### src/rtl/cpu_pkg.sv
// Shared CPU-side types for the instruction-memory boot loader.
// Contents: loader FSM state encoding and the canonical NOP instruction word.
// No ports; imported by imem_loader and its sub-modules.
package cpu_pkg;

  typedef enum logic [1:0] {
    IDLE  = 2'd0,
    RECV  = 2'd1,
    WRITE = 2'd2,
    FIN   = 2'd3
  } loader_state_t;

  // addi x0, x0, 0
  localparam logic [31:0] NOP_INSTR = 32'h0000_0013;

endpackage

### src/rtl/byte_packer.sv
// Packs a little-endian byte stream into 32-bit words (lane 0 = first byte).
// Ports: Clk/Rst_n; clear_i restarts the lane counter; accept_i strobes byte_i in;
//        word_o is the assembled register; word_valid_o flags the accept that fills lane 3.
module byte_packer (
  input  logic        Clk,
  input  logic        Rst_n,
  input  logic        clear_i,
  input  logic        accept_i,
  input  logic [7:0]  byte_i,
  output logic [31:0] word_o,
  output logic        word_valid_o
);

  logic [31:0] data_q, data_d;
  logic [1:0]  byte_cnt_q, byte_cnt_d;

  always_comb begin
    data_d     = data_q;
    byte_cnt_d = byte_cnt_q;
    if (clear_i) begin
      byte_cnt_d = 2'd0;
    end else if (accept_i) begin
      case (byte_cnt_q)
        2'd0:    data_d[7:0]   = byte_i;
        2'd1:    data_d[15:8]  = byte_i;
        2'd2:    data_d[23:16] = byte_i;
        default: data_d[31:24] = byte_i;
      endcase
      // Two-bit counter wraps naturally back to lane 0 for the next word.
      byte_cnt_d = byte_cnt_q + 2'd1;
    end
  end

  always_ff @(posedge Clk or negedge Rst_n) begin
    if (!Rst_n) begin
      data_q     <= 32'd0;
      byte_cnt_q <= 2'd0;
    end else begin
      data_q     <= data_d;
      byte_cnt_q <= byte_cnt_d;
    end
  end

  assign word_o       = data_q;
  assign word_valid_o = accept_i && (byte_cnt_q == 2'd3);

endmodule

### src/rtl/imem_loader.sv
// Boot loader / port arbiter: packs a byte stream into words written at word addresses 0..Len-1,
// stalling the CPU meanwhile; when idle, forwards PC to the shared memory address port.
// Ports: Start/Len request; Rx_* byte stream; PC in; Mem_* memory port; Cpu_Stall/Busy/Done/Err status.
module imem_loader
  import cpu_pkg::*;
#(
  parameter int MEM_DEPTH = 256,
  parameter int LEN_W     = 16
) (
  input  logic             Clk,
  input  logic             Rst_n,
  input  logic             Start,
  input  logic [LEN_W-1:0] Len,
  input  logic [7:0]       Rx_Data,
  input  logic             Rx_Valid,
  output logic             Rx_Ready,
  input  logic [31:0]      PC,
  output logic [31:0]      Mem_Addr,
  output logic [31:0]      Mem_Data,
  output logic             Mem_WE,
  output logic             Cpu_Stall,
  output logic             Busy,
  output logic             Done,
  output logic             Err
);

  localparam int          IDX_W   = $clog2(MEM_DEPTH);
  localparam logic [31:0] DEPTH_U = 32'(MEM_DEPTH);

  loader_state_t    state_q, state_d;
  logic [IDX_W-1:0] word_idx_q, word_idx_d;
  logic [LEN_W-1:0] len_q, len_d;
  logic             err_q, err_d;

  logic        len_ok;
  logic        accept;
  logic        clear;
  logic        word_valid;
  logic        last_word;
  logic [31:0] word;

  assign len_ok    = (Len != '0) && (32'(Len) <= DEPTH_U);
  assign accept    = Rx_Valid && Rx_Ready;
  assign clear     = (state_q == IDLE) && Start && len_ok;
  // len_q >= 1 whenever we are past IDLE, so the subtraction never underflows here.
  assign last_word = (32'(word_idx_q) == (32'(len_q) - 32'd1));

  byte_packer u_packer (
    .Clk          (Clk),
    .Rst_n        (Rst_n),
    .clear_i      (clear),
    .accept_i     (accept),
    .byte_i       (Rx_Data),
    .word_o       (word),
    .word_valid_o (word_valid)
  );

  always_comb begin
    state_d    = state_q;
    word_idx_d = word_idx_q;
    len_d      = len_q;
    err_d      = 1'b0;
    unique case (state_q)
      IDLE: begin
        if (Start) begin
          if (len_ok) begin
            len_d      = Len;
            word_idx_d = '0;
            state_d    = RECV;
          end else begin
            err_d = 1'b1;
          end
        end
      end
      RECV: begin
        if (word_valid) state_d = WRITE;
      end
      WRITE: begin
        if (last_word) begin
          state_d = FIN;
        end else begin
          word_idx_d = word_idx_q + IDX_W'(1);
          state_d    = RECV;
        end
      end
      FIN: begin
        state_d = IDLE;
      end
      default: begin
        state_d = IDLE;
      end
    endcase
  end

  always_ff @(posedge Clk or negedge Rst_n) begin
    if (!Rst_n) begin
      state_q    <= IDLE;
      word_idx_q <= '0;
      len_q      <= '0;
      err_q      <= 1'b0;
    end else begin
      state_q    <= state_d;
      word_idx_q <= word_idx_d;
      len_q      <= len_d;
      err_q      <= err_d;
    end
  end

  assign Rx_Ready  = (state_q == RECV);
  assign Mem_WE    = (state_q == WRITE);
  assign Busy      = (state_q != IDLE);
  assign Cpu_Stall = Busy;
  assign Done      = (state_q == FIN);
  assign Err       = err_q;
  assign Mem_Data  = word;
  // The CPU owns the address port only while idle; this path is combinational from PC.
  assign Mem_Addr  = (state_q == IDLE) ? PC
                                       : {{(30-IDX_W){1'b0}}, word_idx_q, 2'b00};

endmodule

### config.mk
export PLATFORM = sky130hd
export DESIGN_NAME = imem_loader
export DESIGN_NICKNAME = d
export VERILOG_FILES = /design/src/rtl/cpu_pkg.sv /design/src/rtl/byte_packer.sv /design/src/rtl/imem_loader.sv
export SDC_FILE = /design/constraint.sdc
export NUM_CORES = 1
export LEC_CHECK = 0
export CORE_MARGIN = 5
export CORE_UTILIZATION = 45
export CTS_BUF_LIST = sky130_fd_sc_hd__clkbuf_8
export DETAILED_ROUTE_END_ITERATION = 7
export PLACE_DENSITY = 0.88
export SKIP_CTS_REPAIR_TIMING = 1
export SYNTH_ARGS = -nofsm -noshare
export SYNTH_HDL_FRONTEND = slang
export SYNTH_SLANG_ARGS = --single-unit
### constraint.sdc
create_clock -name Clk -period 4.67 [get_ports Clk]
set_clock_uncertainty 0.2 [all_clocks]
set_input_delay 0.934 -clock Clk [delete_from_list [all_inputs] [get_ports Clk]]
set_output_delay 0.934 -clock Clk [all_outputs]
set_load 0.02 [all_outputs]
==> metrics.txt, run 1 <==
Synth Net Count 354; clk sinks 61; Final #Nets 486; Setup Crit Path Kind reg2out; Hold Slack 0.305 ns; Final ANT Viol Nets 0; RR Endpoint word_idx_q[2]; fmax 270 MHz; RSZ-0062 raised after global routing false; die width 94.6 µm; gp weighted congestion 0.855; CTS H-tree depth 3; fin cells roughly 520; vias in the first global route 2832; P per Cell Area 575 nW/µm²; Seq/Total Area, Yosys 47.4%; clk_lat worst skew 0.35 ns; crit-path cells nor2_2 > mux2_2 > clkdlybuf4s50_1; crit-path max FO 36; Post-Syn Area 3220 µm²; via count 2697; R2R setup slack between 1 and 1.5 ns; Post-synth top flop dfrtp_1; wire per inst between 15 and 20 µm; Gate Count Post-Synth around 290; layout cell share with drive strength beyond 1 around a fifth; Yosys cell types 51; Fin Setup TNS 0 ns; hold depth 1; Starting Density 46.8%; CP bufs+invs 1; HP Class reg2reg; Via density 5.18; Slew HR about 28%; core footprint 6870 µm²; Worst Tran Pin Value 1.09 ns; diode count 0; startpoint types register; cells on worst reg2reg path 9; CTS tree built; Port Buffer Count ~130; RR Startpoint len_q[0]; Final setup viols 0; Max Buffers Root-to-Sink 2; final max-slew violation count 0; largest net degree at the start of global routing 39; status complete, no violations; Final Cycle Share 79.3%; Hold Path Sink u_packer.word_o[30]; syn avg cell area around 11 µm²; Static Leak 2.08 nW; Syn. warnings 0; delay-heaviest family, CP simple AND/OR/NAND/NOR gates; placed cell count 505; EDFF count, synth 0; CP max stage cell nor2_2; 1st-pass router iterations 4; Layout fillers 504; die area 8940 µm²; io pins 130; GR Util All Layers 20.7%; Yosys reg bits 61; Die Height 94.6 µm; Worst Min Path Start u_packer.word_o[30]; minimum clock period 3.70 ns; final WL 8790 µm; # rows 30; worst path required time 3.54 ns; initial antenna violation count 0; drt first-iter violations 81; GRT overflow 0; total CTS buffers 9; Worst Path Arrival 2.57 ns; HPWL Detailed ~6800 µm; area grow syn2layout 49.7%; CTS Root Cell clkbuf_8; Worst path max stage delay 0.85 ns; Clock transition at path regs 0.07 ns; final hold vios 0; first-pass GRT wire length 14200 µm; Max Cap Violations 0; ys async rst share between 90% and 100%; # DRC 0; VDD IR max 0.419 mV; CP endpoint kind primary output
==> worst max-delay path by stage <==
stage	start	end	slack [ns]	cells past startpoint
CTS	state_q[1]	Mem_Addr[4]	0.90	3
detailed placement	Len[5]	word_idx_q[4]	0.98	8
floorplan	len_q[0]	word_idx_q[3]	1.40	8
global placement	Len[5]	word_idx_q[4]	1.09	8
finish	state_q[1]	Mem_Addr[4]	0.97	3
global route	state_q[1]	Mem_Addr[9]	0.77	3
==> final cells by class <==
cell class                 instances  area (µm²)  area share, %
inverter                           7        26.3          0.546
clock inverter                     6        93.8           1.95
timing repair buffer             131        1300           27.0
clock buffer                      10         138           2.86
tap                               96         120           2.49
sequential                        61        1530           31.7
multi-input combinational        210        1610           33.4
==> per-stage QoR <==
| stage | area [µm²] | power, mW | worst slack [ns] | utilization [%] |
|---|---|---|---|---|
| 6_report | 4820 | 2.77 | 0.968 | 70.1 |
| 5_1_grt | 4820 | 2.92 | 0.768 | 70.1 |
| 4_1_cts | 4820 | 2.79 | 0.898 | 70.1 |
| 3_5_place_dp | 4580 | 2.23 | 0.985 | 66.7 |
| 3_3_place_gp | 4580 | 2.19 | 1.09 | 66.7 |
| 2_1_floorplan | 3220 | 1.55 | 1.40 | - |
==> registers in the layout, summed over array words and instances (netlist names) <==
name / flops
u_packer.word_o: 32
len_q: 16
word_idx_q: 8
state_q: 2
u_packer.byte_cnt_q: 2
Err: 1
==> cell families after synthesis <==
group,Yosys count,synth area share [%]
AOI/OAI and AO/OA,30,6.38
xor gates and xnor gates,9,2.45
adders and majority gates,6,2.33
buffers and inverters,17,2.80
DFF,61,47.4
muxes,51,17.9
and+or+nand+nor,114,20.7
==> metal layers <==
| metal | GRT usage (%) | vias to the layer above | part of all wire, % |
|---|---|---|---|
| met1 | 22.9 | 1299 | 37 |
| met5 | 0 | - | 0 |
| met3 | 9.48 | 17 | 11 |
| met2 | 34.7 | 102 | 50 |
| li1 | - | 1279 | - |
| met4 | 8.41 | 0 | 2.1 |
==> power by group <==
part           switching [mW]  internal [mW]  total (mW)
combinational           0.679          0.718        1.40
clock                   0.229          0.319       0.549
sequential              0.122          0.700       0.822
==> cell usage after synthesis (2+ instances only) <==
| cell | count | area share, % |
|---|---|---|
| a21o_1 | 2 | 0.47 |
| a21oi_1 | 5 | 0.78 |
| a31o_1 | 2 | 0.54 |
| a31oi_1 | 2 | 0.39 |
| and2_1 | 26 | 5.1 |
| and3_1 | 2 | 0.39 |
| and3b_1 | 2 | 0.54 |
| buf_6 | 3 | 1.0 |
| clkbuf_1 | 6 | 0.70 |
| dfrtp_1 | 61 | 47 |
| ha_1 | 6 | 2.3 |
| inv_1 | 7 | 0.82 |
| mux2_2 | 48 | 17 |
| nand2_1 | 15 | 1.7 |
| nand3_1 | 5 | 0.78 |
| nand3_2 | 2 | 0.62 |
| nand3b_1 | 2 | 0.47 |
| nand4_1 | 2 | 0.39 |
| nand4b_1 | 2 | 0.54 |
| nor2_1 | 21 | 2.4 |
| nor2b_1 | 14 | 2.7 |
| nor3_1 | 4 | 0.62 |
| nor4_1 | 5 | 0.97 |
| nor4_2 | 2 | 0.78 |
| o21ai_0 | 8 | 1.2 |
| or3_1 | 2 | 0.39 |
| xnor2_1 | 6 | 1.6 |
| xor2_1 | 3 | 0.82 |
==> placed cells by master, fill, tap and decap left out, drive strengths merged, types with 2 or more instances in the layout <==
cell | netlist | layout
nor2 | 21 | 21
or4 | 3 | 3
a21oi | 6 | 6
xnor2 | 6 | 6
nor3 | 4 | 4
xor2 | 3 | 3
and3 | 2 | 2
ha | 6 | 6
clkbuf | 6 | 10
mux2 | 50 | 50
a31o | 3 | 3
bufinv | 0 | 2
nor3b | 2 | 2
or3 | 2 | 2
inv | 7 | 9
nand3b | 2 | 2
o21ai | 8 | 8
clkdlybuf4s50 | 0 | 128
a21o | 2 | 2
a31oi | 2 | 2
nand4b | 2 | 2
dfrtp | 61 | 61
nand3 | 7 | 7
nor2b | 14 | 14
nand4 | 2 | 2
and2 | 26 | 26
and3b | 2 | 2
nand2 | 15 | 15
nor4 | 7 | 7
buf | 4 | 3
a21boi | 2 | 2
No activity file was read; power rests on OpenSTA's default activity.
==> run 2, diff against run 1 <==
==> constraint.sdc (replaced) <==
create_clock -name Clk -period 3.85 [get_ports Clk]
set_clock_uncertainty 0.2 [all_clocks]
set_input_delay 0.77 -clock Clk [delete_from_list [all_inputs] [get_ports Clk]]
set_output_delay 0.77 -clock Clk [all_outputs]
set_load 0.02 [all_outputs]
==> run 2 against run 1 <==
Compared with the run above:
- via count rose by 2.7%
- worst setup slack got worse by 0.72 ns
- non-clock buffer count rose by 3
- hold slack got worse by 0.13 ns
- critical path depth rose by 6
- critical path type is now reg2reg
- critical endpoint is now word_idx_q[3]
- largest cell class unchanged
==> metrics.txt, run 2 (same netlist as run 1, synthesis figures left out) <==
RSZ-0062 raised after global routing false; final hold vios 0 (unchanged); io pins 130 (unchanged); max FFs per register 32 (unchanged); final max-slew violation count 0 (unchanged); via count 2769 (+2.7%); total CTS buffers 9 (unchanged); initial antenna violation count 0 (unchanged); Max Buffers Root-to-Sink 2 (unchanged); startpoint types register; most frequent cells in the layout 128 x clkdlybuf4s50_1, 61 x dfrtp_1, 48 x mux2_2, 26 x and2_1, 20 x nor2_1; combinational share of power 52.4% (+1.9 points); Worst Path Arrival 3.61 ns (+1.04 ns); multi-input logic area 1610 µm² (unchanged); Starting Density 46.8% (unchanged); layout cell share with drive strength beyond 1 19.2% (+0.14 points); Slew HR 41.7% (+14 points); Clock Power Share 17.0% (-2.8 points); wire per inst 17.2 µm (+1.9%); P per Cell Area 677 nW/µm² (+18%); Final setup viols 0 (unchanged); first-pass GRT wire length 14300 µm (+1.3%); # DRC 0 (unchanged); FF+latch area 1530 µm² (unchanged); Final #Nets 489 (+0.62%); P_sw 1.21 mW (+17%); die area 8940 µm² (unchanged); die width 94.6 µm (unchanged); Setup Crit Path Kind reg2reg; worst path required time 3.86 ns (+0.32 ns); 1st-pass router iterations 4 (unchanged); HPWL Detailed 7000 µm (+2.8%); gp weighted congestion 0.843 (-1.5%); status complete, no violations; Static Leak 2.09 nW (+0.23%); Sequential Power Share 30.6% (+0.9 points); clk sinks 61 (unchanged); cells on worst reg2reg path 9 (unchanged); core footprint 6870 µm² (unchanged); minimum clock period 3.60 ns; final WL 9000 µm (+2.3%); # rows 30 (unchanged); Max Cap Violations 0 (unchanged); Int Power 2.04 mW (+17%); dpl ws 0.341 ns (-0.643 ns); Layout fillers 508 (+0.79%); crit-path max FO 7 (-81%); Worst Tran Pin Value 0.866 ns (-0.220 ns); vias in the first global route 2994 (+5.7%); clk_lat worst skew 0.34 ns (about the same); Final ANT Viol Nets 0 (unchanged); VDD IR max 0.458 mV (+9.2%); commonest non-fill, non-tap cell in the layout clkdlybuf4s50_1; sw frac 37.2% (about the same); fmax 278 MHz; Fin Setup TNS 0 ns (unchanged); CTS Root Cell clkbuf_8; drt first-iter violations 86 (+6.2%); CTS H-tree depth 3 (unchanged); Via density 5.29 (+2.3%); diode count 0 (unchanged); GRT overflow 0 (unchanged); Worst Slack Setup Final 0.251 ns (-0.717 ns); Final Cycle Share 93.5%; area grow syn2layout 49.1%; HP Class in2async; Clock transition at path regs 0.07 ns (about the same); Port Buffer Count 129 (unchanged); CTS tree built; Die Height 94.6 µm (unchanged); largest net degree at the start of global routing 23 (-41%); CP endpoint kind register; GR Util All Layers 20.9% (+0.16 points)
==> run 2: path summary, 6_finish.rpt <==
path / from / slack [ns] / to
setup / recovery: len_q[0] / 0.25 / word_idx_q[3]
hold / removal: Rst_n / 0.18 / len_q[15]
setup reg to reg: len_q[0] / 0.25 / word_idx_q[3]
hold reg to reg: u_packer.word_o[27] / 0.30 / u_packer.word_o[27]
max in group asynchronous: Rst_n / 2.61 / u_packer.word_o[2]
min in group Clk: u_packer.word_o[27] / 0.30 / u_packer.word_o[27]
==> run 2: power by group through the flow <==
stage	clock network, mW	logic, mW	registers (mW)
floorplan	0	0.697	1.19
global placement	0	1.68	0.986
detailed placement	0	1.71	1.00
CTS	0.568	1.72	0.994
global route	0.600	1.82	1.02
finish	0.552	1.70	0.994
==> run 2: stage by stage <==
step,util [%],total power [mW],std cells,cell area (µm²),hold slack [ns]
2_1_floorplan,-,1.88,288,3220,0.274
3_5_place_dp,67.1,2.71,508,4610,0.294
3_3_place_gp,67.1,2.67,508,4610,0.287
4_1_cts,69.8,3.28,523,4800,0.187
5_1_grt,69.8,3.44,523,4800,0.208
6_report,69.8,3.25,523,4800,0.179
==> run 2: layout make-up <==
class	count	share of cell area (%)
Clock inverter	5	1.10
Clock buffer	10	2.87
Multi-Input combinational cell	210	33.6
Tap cell	96	2.50
Timing Repair Buffer	134	27.6
Sequential cell	61	31.8
Inverter	7	0.548
==> run 2: per-layer routing <==
layer | GRT usage [%] | routed length, µm | share of wire [%]
met5 | 0 | 0 | 0
met2 | 34.9 | 4400 | 49
met1 | 22.0 | 3310 | 37
met4 | 8.41 | 259 | 2.9
met3 | 11.3 | 1030 | 11
==> run 2: critical path, stage by stage (launching register included) <==
cell and delay [ns]:
dfrtp_1 0.43, inv_1 0.09, ha_1 0.27, nor3b_2 0.23
or4b_1 0.53, a21o_1 0.20, a221o_1 0.34, or4_1 0.71
nand3_2 0.14, mux2_1 0.33
